[config.mk]
export PLATFORM = sky130hd
export DESIGN_NAME = btn_evt
export DESIGN_NICKNAME = d
export VERILOG_FILES = /design/src/rtl/btn_evt_pkg.sv /design/src/rtl/btn_evt_fsm.sv /design/src/rtl/btn_evt.sv
export SDC_FILE = /design/constraint.sdc
export NUM_CORES = 1
export LEC_CHECK = 0
export BUFFER_PORTS_ARGS = -buffer_cell sky130_fd_sc_hd__buf_2
export CAP_MARGIN = 40
export CELL_PAD_IN_SITES_DETAIL_PLACEMENT = 1
export CELL_PAD_IN_SITES_GLOBAL_PLACEMENT = 1
export CORE_MARGIN = 2
export CORE_UTILIZATION = 45
export CTS_CLUSTER_DIAMETER = 120
export CTS_CLUSTER_SIZE = 20
export DETAILED_ROUTE_END_ITERATION = 8
export PLACE_DENSITY_LB_ADDON = 0.1
export SYNTH_ARGS = -nofsm -noshare
export SYNTH_HDL_FRONTEND = slang
export SYNTH_HIERARCHICAL = 1
export SYNTH_SLANG_ARGS = --single-unit
[constraint.sdc]
create_clock -name clk -period 2.88 [get_ports clk]
set_input_delay 0.288 -clock clk [delete_from_list [all_inputs] [get_ports clk]]
set_output_delay 0.288 -clock clk [all_outputs]
set_load 0.01 [all_outputs]
[src/rtl/btn_evt_pkg.sv]
// Shared types and widths for the button event block.
package btn_evt_pkg;

  localparam int unsigned MS_CNT_W = 16;

  typedef enum logic [1:0] {
    S_IDLE  = 2'd0,
    S_PRESS = 2'd1,
    S_HOLD  = 2'd2
  } state_t;

endpackage

[src/rtl/btn_evt_fsm.sv]
// Per-button event FSM: press / short release / long hold / auto-repeat pulses.
module btn_evt_fsm
  import btn_evt_pkg::*;
#(
  parameter int unsigned LONG_MS = 1000,
  parameter int unsigned REP_MS  = 200
) (
  input  logic clk,
  input  logic rst,
  input  logic ms_tick,
  input  logic pressed,
  output logic press_p,
  output logic short_p,
  output logic long_p,
  output logic rep_p,
  output logic held
);

  localparam logic [MS_CNT_W-1:0] LONG_LAST = MS_CNT_W'(LONG_MS - 1);
  localparam logic [MS_CNT_W-1:0] REP_LAST  = MS_CNT_W'(REP_MS - 1);

  state_t              state, state_n;
  logic [MS_CNT_W-1:0] cnt, cnt_n;
  logic                press_n, short_n, long_n, rep_n, held_n;

  always_ff @(posedge clk or posedge rst) begin
    if (rst) begin
      state   <= S_IDLE;
      cnt     <= '0;
      press_p <= 1'b0;
      short_p <= 1'b0;
      long_p  <= 1'b0;
      rep_p   <= 1'b0;
      held    <= 1'b0;
    end else begin
      state   <= state_n;
      cnt     <= cnt_n;
      press_p <= press_n;
      short_p <= short_n;
      long_p  <= long_n;
      rep_p   <= rep_n;
      held    <= held_n;
    end
  end

  // Release is tested before the tick so it wins over a coincident threshold.
  always_comb begin
    state_n = state;
    cnt_n   = cnt;
    press_n = 1'b0;
    short_n = 1'b0;
    long_n  = 1'b0;
    rep_n   = 1'b0;
    case (state)
      S_IDLE: begin
        if (pressed) begin
          state_n = S_PRESS;
          cnt_n   = '0;
          press_n = 1'b1;
        end
      end
      S_PRESS: begin
        if (!pressed) begin
          state_n = S_IDLE;
          cnt_n   = '0;
          short_n = 1'b1;
        end else if (ms_tick) begin
          if (cnt == LONG_LAST) begin
            state_n = S_HOLD;
            cnt_n   = '0;
            long_n  = 1'b1;
          end else begin
            cnt_n = cnt + MS_CNT_W'(1);
          end
        end
      end
      S_HOLD: begin
        if (!pressed) begin
          state_n = S_IDLE;
          cnt_n   = '0;
        end else if (ms_tick) begin
          if (cnt == REP_LAST) begin
            cnt_n = '0;
            rep_n = 1'b1;
          end else begin
            cnt_n = cnt + MS_CNT_W'(1);
          end
        end
      end
      default: begin
        state_n = S_IDLE;
        cnt_n   = '0;
      end
    endcase
    held_n = (state_n == S_PRESS) || (state_n == S_HOLD);
  end

endmodule

[src/rtl/btn_evt.sv]
// Button event generator: shared 1 ms prescaler, input register, one FSM per button.
module btn_evt
  import btn_evt_pkg::*;
#(
  parameter int unsigned BT_WIDTH   = 8,
  parameter int unsigned CLK_FRE    = 50_000_000,
  parameter int unsigned LONG_MS    = 1000,
  parameter int unsigned REP_MS     = 200,
  parameter bit          ACTIVE_LOW = 1'b1
) (
  input  logic                clk,
  input  logic                rst,
  input  logic [BT_WIDTH-1:0] btn_in,
  output logic [BT_WIDTH-1:0] press_p,
  output logic [BT_WIDTH-1:0] short_p,
  output logic [BT_WIDTH-1:0] long_p,
  output logic [BT_WIDTH-1:0] rep_p,
  output logic [BT_WIDTH-1:0] held
);

  localparam int unsigned         DIV     = CLK_FRE / 1000;
  localparam int unsigned         PRE_W   = $clog2(DIV);
  localparam logic [PRE_W-1:0]    PRE_MAX = PRE_W'(DIV - 1);
  localparam logic [BT_WIDTH-1:0] RELEASED = ACTIVE_LOW ? {BT_WIDTH{1'b1}} : {BT_WIDTH{1'b0}};

  logic [PRE_W-1:0]    pre;
  logic                ms_tick;
  logic [BT_WIDTH-1:0] btn_q;
  logic [BT_WIDTH-1:0] pressed;

  // Free-running prescaler; never re-aligned to button activity.
  always_ff @(posedge clk or posedge rst) begin
    if (rst)          pre <= '0;
    else if (ms_tick) pre <= '0;
    else              pre <= pre + PRE_W'(1);
  end

  assign ms_tick = (pre == PRE_MAX);

  always_ff @(posedge clk or posedge rst) begin
    if (rst) btn_q <= RELEASED;
    else     btn_q <= btn_in;
  end

  assign pressed = ACTIVE_LOW ? ~btn_q : btn_q;

  for (genvar i = 0; i < BT_WIDTH; i++) begin : g_btn
    btn_evt_fsm #(
      .LONG_MS (LONG_MS),
      .REP_MS  (REP_MS)
    ) u_fsm (
      .clk     (clk),
      .rst     (rst),
      .ms_tick (ms_tick),
      .pressed (pressed[i]),
      .press_p (press_p[i]),
      .short_p (short_p[i]),
      .long_p  (long_p[i]),
      .rep_p   (rep_p[i]),
      .held    (held[i])
    );
  end

endmodule
# Word level (Yosys, flattened, before mapping)
# Index checks and enable logic that the tools add are counted.
# word_totals
regBits	208
output_inout_bits	40
elab_cells	374
# classes
add_sub_neg	9
n_eq_ne	73
n_mux	209
bitwise	1
n_reduce_logical	24
# ops
op	n
$mux W16	57
$pmux W16 S3	8
$add A16 B1 Y16 const B	9
$eq A16 B10 Y1 const B	8
$eq A16 B8 Y1 const B	8
$mux W1	96
$mux W2	40
$pmux W2 S3	8
$ne A3 B3 Y1 const B	14
$eq A2 B1 Y1 const B	16
$eq A2 B2 Y1 const B	16
$reduce_and A3 Y1	8
$eq A16 B16 Y1 const B	1
$logic_not A2 Y1	8
$ne A2 B2 Y1 const B	8
$logic_or A1 B1 Y1	8
$not A8 Y8	1
$ne A3 B2 Y1 const B	2

# Logic depth before layout (Yosys ltp)
# logic_depth
ltp_word	7
ltp_mapped	10
ltp_nobuf	9

# Hierarchy
# The synthesis kept the hierarchy.
# by_module_without_submodules
module	instances	cells_each	area_each_um2
btn_evt_fsm at g_btn[0].u_fsm ...	6	134	1337.5
btn_evt_fsm at g_btn[7].u_fsm	1	154	1351.3
btn_evt_fsm at g_btn[6].u_fsm	1	132	1311.3
btn_evt	1	88	1002.2

# Worst setup path before layout
# OpenSTA, ideal clock, no wires.
# synth_timing
path_type	reg-to-reg
from	reg pre[0]
to	reg g_btn[0].u_fsm.cnt[15]
setup_time_ns	0.119
t_arrival_ns	3.058
setup_slack_ns	-0.297
path_stages_with_launch	10
path_buffers	0
path_cell_list	dfrtp_1 -> ha_1 -> and3_4 -> nand4_2 -> nor4b_4 -> o21bai_1 -> o211ai_1 -> nor4_1 -> xnor2_1 -> nor2_2
# synth_between
elab_chain_cells	3
elab_cells_between_ends	4
classes_between	3 x eq/ne; 1 x reduce/logical
# synth_lines
element	line_no	rtl
start, declared	btn_evt.sv:26	logic [PRE_W-1:0] pre;
start signal, assigned	btn_evt.sv:35	else pre <= pre + PRE_W'(1);
$eq A16 B16 Y1 (*)	btn_evt.sv:38	assign ms_tick = (pre == PRE_MAX);
net ms_tick	btn_evt.sv:27	logic ms_tick;
$ne A3 B2 Y1 (no source line)	-	
$reduce_and A3 Y1 (no source line) (*)	-	
end signal, assigned	btn_evt_fsm.sv:37	cnt <= cnt_n;
end, declared	btn_evt_fsm.sv:23	logic [MS_CNT_W-1:0] cnt, cnt_n;
# Mark *: on every way through the listed nets, which the timed path passes. The rest lies on a longest branch.
# A chain may end at the register's enable or synchronous reset.

# Worst setup path in the final report
# layout_timing
from	reg pre[0]
to	reg g_btn[5].u_fsm.cnt[9]
# layout_between
elab_chain_cells	3
elab_cells_between_ends	4
classes_between	3 x eq/ne; 1 x reduce/logical
# layout_lines
element	line_no
$eq A16 B16 Y1 (*)	btn_evt.sv:38
net ms_tick	btn_evt.sv:27
$ne A3 B3 Y1 (no source line)	-
$reduce_and A3 Y1 (no source line) (*)	-
end signal, assigned	btn_evt_fsm.sv:37
end, declared	btn_evt_fsm.sv:23
# Marked as above.

==> flow_metrics.py <==
metrics = {
    "sta": {
        "slew_headroom_pct": 56.32,
        "rsz0062_at_grt": "true",
        "tightestPinTransition_ps": 652.3,
        "setup_slack_ps": 156.2,
        "finalSetupViolCount": 0,
        "period_share_pct": 94.58,
        "whs_ps": 436.7,
        "finalMaxSlewViolations": 0,
        "fin_worst_skew_ps": 23.79,
        "period_minus_slack_ps": 2724,
        "finalHoldViolCount": 0,
        "fmax_mhz": 367.1,
    },
    "yosys": {
        "async_flop_share_pct": 100.0,
        "yosysWarnings": 6,
        "synth_cell_types": 61,
        "synth_ff_type": "dfrtp_1",
        "synth-seq-cells": 208,
        "netlist_area_sq_mm": 0.01169,
        "syn_nets": 1229,
        "netlist_instances": 1178,
        "avgSynthCellArea_sq_um": 9.924,
        "synth_edf_count": 0,
        "ys_seq_area_share_pct": 44.61,
    },
    "clock_tree": {
        "tritoncts": "done",
        "cts_sinks": 208,
        "numCtsBuffers": 14,
        "cts_root_buffer": "clkbuf_16",
        "clkTransAtPathRegs_ps": 90,
        "htree_levels": 1,
        "clk_latency_ps": 490,
        "clockBufferDepth": 3,
    },
    "run": {
        "drv_cap": 0,
    },
    "placed_design": {
        "io_buffers": 49,
        "dp_slack_ps": 79.93,
        "globalplace.congestion": 0.7889,
        "dpl.hpwl_um": 18960,
        "placed_cell_area_sq_mm": 0.01242,
    },
    "setup_path": {
        "max_stage_delay_ps": 400,
        "cp.required_ps": 3250,
        "reg2reg_depth": 13,
        "path_cells": "ha_2 > and3_4 > nand4_4 > nor4b_4 > buf_4 > buf_12 > buf_12 > o21bai_1 > o211ai_1 > buf_4 > nor4_2 > xnor2_1 > nor2_2",
        "worstPathBufferInverterCount": 4,
        "cp-start-kind": "flop",
        "worstSetupPathType": "reg -> reg",
        "worst_r2r_endpoint": "g_btn[5].u_fsm/cnt[9]",
        "r2r_start": "pre[0]",
        "crit_family": "simple AND/OR/NAND/NOR gates",
        "end_kind": "flop",
        "crit_arrival_ps": 3100,
        "worst-r2r-setup-slack_ps": 160,
        "cp_max_fo": 8,
        "cp_slowest_cell": "dfrtp_1",
    },
    "die": {
        "die_x_um": 165.2,
        "num_io_pins": 50,
        "dieHeight_um": 165.2,
        "dieArea_sq_mm": 0.02728,
        "core_sq_mm": 0.02533,
        "start_util_pct": 46.16,
        "rows": 58,
    },
    "pwr": {
        "power.leakage_nw": 5.650,
        "combinationalPowerShare_pct": 28.5,
        "p_int_mw": 4.901,
        "vdd_drop_max_uv": 451.3,
        "clockPowerShare_pct": 26.9,
        "netSwitchingPower_mw": 2.537,
        "p_sw_share_pct": 34.11,
        "totalPowerFinal_mw": 7.438,
        "p_per_area_mw_per_mm2": 566.4,
        "p_seq_share_pct": 44.5,
    },
    "min_path": {
        "worstHoldPathType": "in -> async",
    },
    "global_routing": {
        "grt.overflow.total": 0,
        "antenna_found_initial": 0,
        "grt_max_degree": 35,
        "grt_first_pass_wirelength_um": 45640,
        "gr-usage-all-layers_pct": 20.10,
        "grt_pass1_vias": 9268,
    },
    "drt": {
        "drc": 0,
        "vias_per_cell": 5.539,
        "postRouteAntennaNets": 0,
        "drt_iter0_drc": 370,
        "vias": 8862,
        "firstDrtPassIters": 6,
        "totalWireLength_um": 26790,
        "wire_per_inst_um": 16.75,
    },
    "finish": {
        "final_layout_size_suffix_gt1_share_pct": 18.98,
        "final-seq-area_sq_mm": 0.005215,
        "multiInputGateArea_sq_mm": 0.006183,
        "final_cell_mix": "dfrtp_1, nor2_1, nand2_1",
        "nFillCells": 2854,
        "final_common_cell": "dfrtp_1",
        "diodes": 0,
        "finish.instance_area_sq_mm": 0.01313,
        "utilization_pct": 51.85,
        "syn2layout_area_growth_pct": 12.33,
        "final_nets": 1313,
    },
    "outcome": {
        "status": "completed",
    },
}
==> Yosys cell counts, types with 13 or more instances <==
master	n	area share [%]
dfrtp_1	200	43
nor2_1	104	3.3
nand2_1	72	2.3
xnor2_1	71	5.3
nor2_2	66	3.5
inv_1	58	1.9
o21ai_0	56	2.4
nand3_1	48	2.1
nor3_1	43	1.8
ha_1	41	4.4
and3_1	36	1.9
nor2b_1	33	1.8
a21oi_1	27	1.2
a22o_1	21	1.6
nor4_1	21	1.1
o21ai_1	21	0.90
xor2_1	20	1.5
nand4_2	17	1.8
nand4_1	14	0.75
and2_1	13	0.70
and4_1	13	0.97
==> worst max-delay path by stage <==
stage                                 start  cells after the start                endpoint
global route                         pre[0]                     13  g_btn[5].u_fsm/cnt[13]
CTS                                  pre[0]                     10  g_btn[4].u_fsm/cnt[15]
floorplan                            pre[0]                      9  g_btn[0].u_fsm/cnt[15]
detailed placement                   pre[0]                     10  g_btn[5].u_fsm/cnt[15]
finish                               pre[0]                     13   g_btn[5].u_fsm/cnt[9]
global placement    g_btn[7].u_fsm/state[1]                      7  g_btn[7].u_fsm/cnt[12]
==> state kept, by name, indices dropped and copies added, names as in the netlist <==
register / cells
g_btn.u_fsm/rep_p: 8
pre: 16
g_btn.u_fsm/held: 8
g_btn.u_fsm/press_p: 8
g_btn.u_fsm/state: 16
btn_q: 8
g_btn.u_fsm/long_p: 8
g_btn.u_fsm/cnt: 128
g_btn.u_fsm/short_p: 8
==> routing by layer <==
layer | GRT usage [%] | routed length, um | vias up
met4 | 3.834 | 365 | 0
met1 | 27.41 | 12790 | 4445
met3 | 2.173 | 564 | 21
met5 | 0 | 0 | -
li1 | - | - | 4328
met2 | 34.85 | 13080 | 68
==> through the flow <==
step / std cells / TNS [ps]
2_1_floorplan: 1178 / -10100
4_1_cts: 1589 / 0
6_report: 1600 / 0
5_1_grt: 1600 / -54.21
3_3_place_gp: 1546 / 0
3_5_place_dp: 1556 / 0
==> worst reg2reg max path: cells and delay by family, from the launching register on <==
kind	cells	cell delay (ps)
xor+xnor	1	170
compound gates	2	300
buf+inv	4	620
simple gates	5	900
flops	1	400
fa+ha+maj	1	220
==> logic make-up (layout without fill, tap and decap cells) <==
group | Yosys count | after routing | share of synthesized area (%)
simple gates | 562 | 562 | 28.77
flops | 208 | 208 | 44.61
compound gates | 190 | 190 | 11.09
xor+xnor | 91 | 91 | 6.818
buf+inv | 76 | 168 | 3.382
fa+ha+maj | 41 | 41 | 4.388
mux | 10 | 10 | 0.9419
==> cell type report <==
cell class / count / share of cell area, %
clock inverter: 1 / 0.1239
inverter: 58 / 1.658
timing repair buffer: 86 / 5.183
tap: 330 / 3.144
multi-input combinational: 894 / 47.09
clock buffer: 23 / 3.087
sequential: 208 / 39.71
==> power by group through the flow <==
| stage | Sequential, mW | Clock, mW | Combinational (mW) |
|---|---|---|---|
| 2_1_floorplan | 3.40 | 0 | 1.65 |
| 3_3_place_gp | 3.36 | 0 | 2.02 |
| 3_5_place_dp | 3.38 | 0 | 2.11 |
| 4_1_cts | 3.32 | 2.11 | 2.14 |
| 5_1_grt | 3.36 | 2.19 | 2.39 |
| 6_report | 3.31 | 2.00 | 2.12 |
==> what timing repair did <==
| item | in CTS | in global routing |
|---|---|---|
| resized for setup | 0 | 14 |
| hold endpoints to repair | 76 | 0 |
| hold buffers | 9 | 0 |
| setup buffers | 0 | 10 |
| endpoints found under the setup margin | 0 | 24 |
Power figures use the tool's default switching activity.
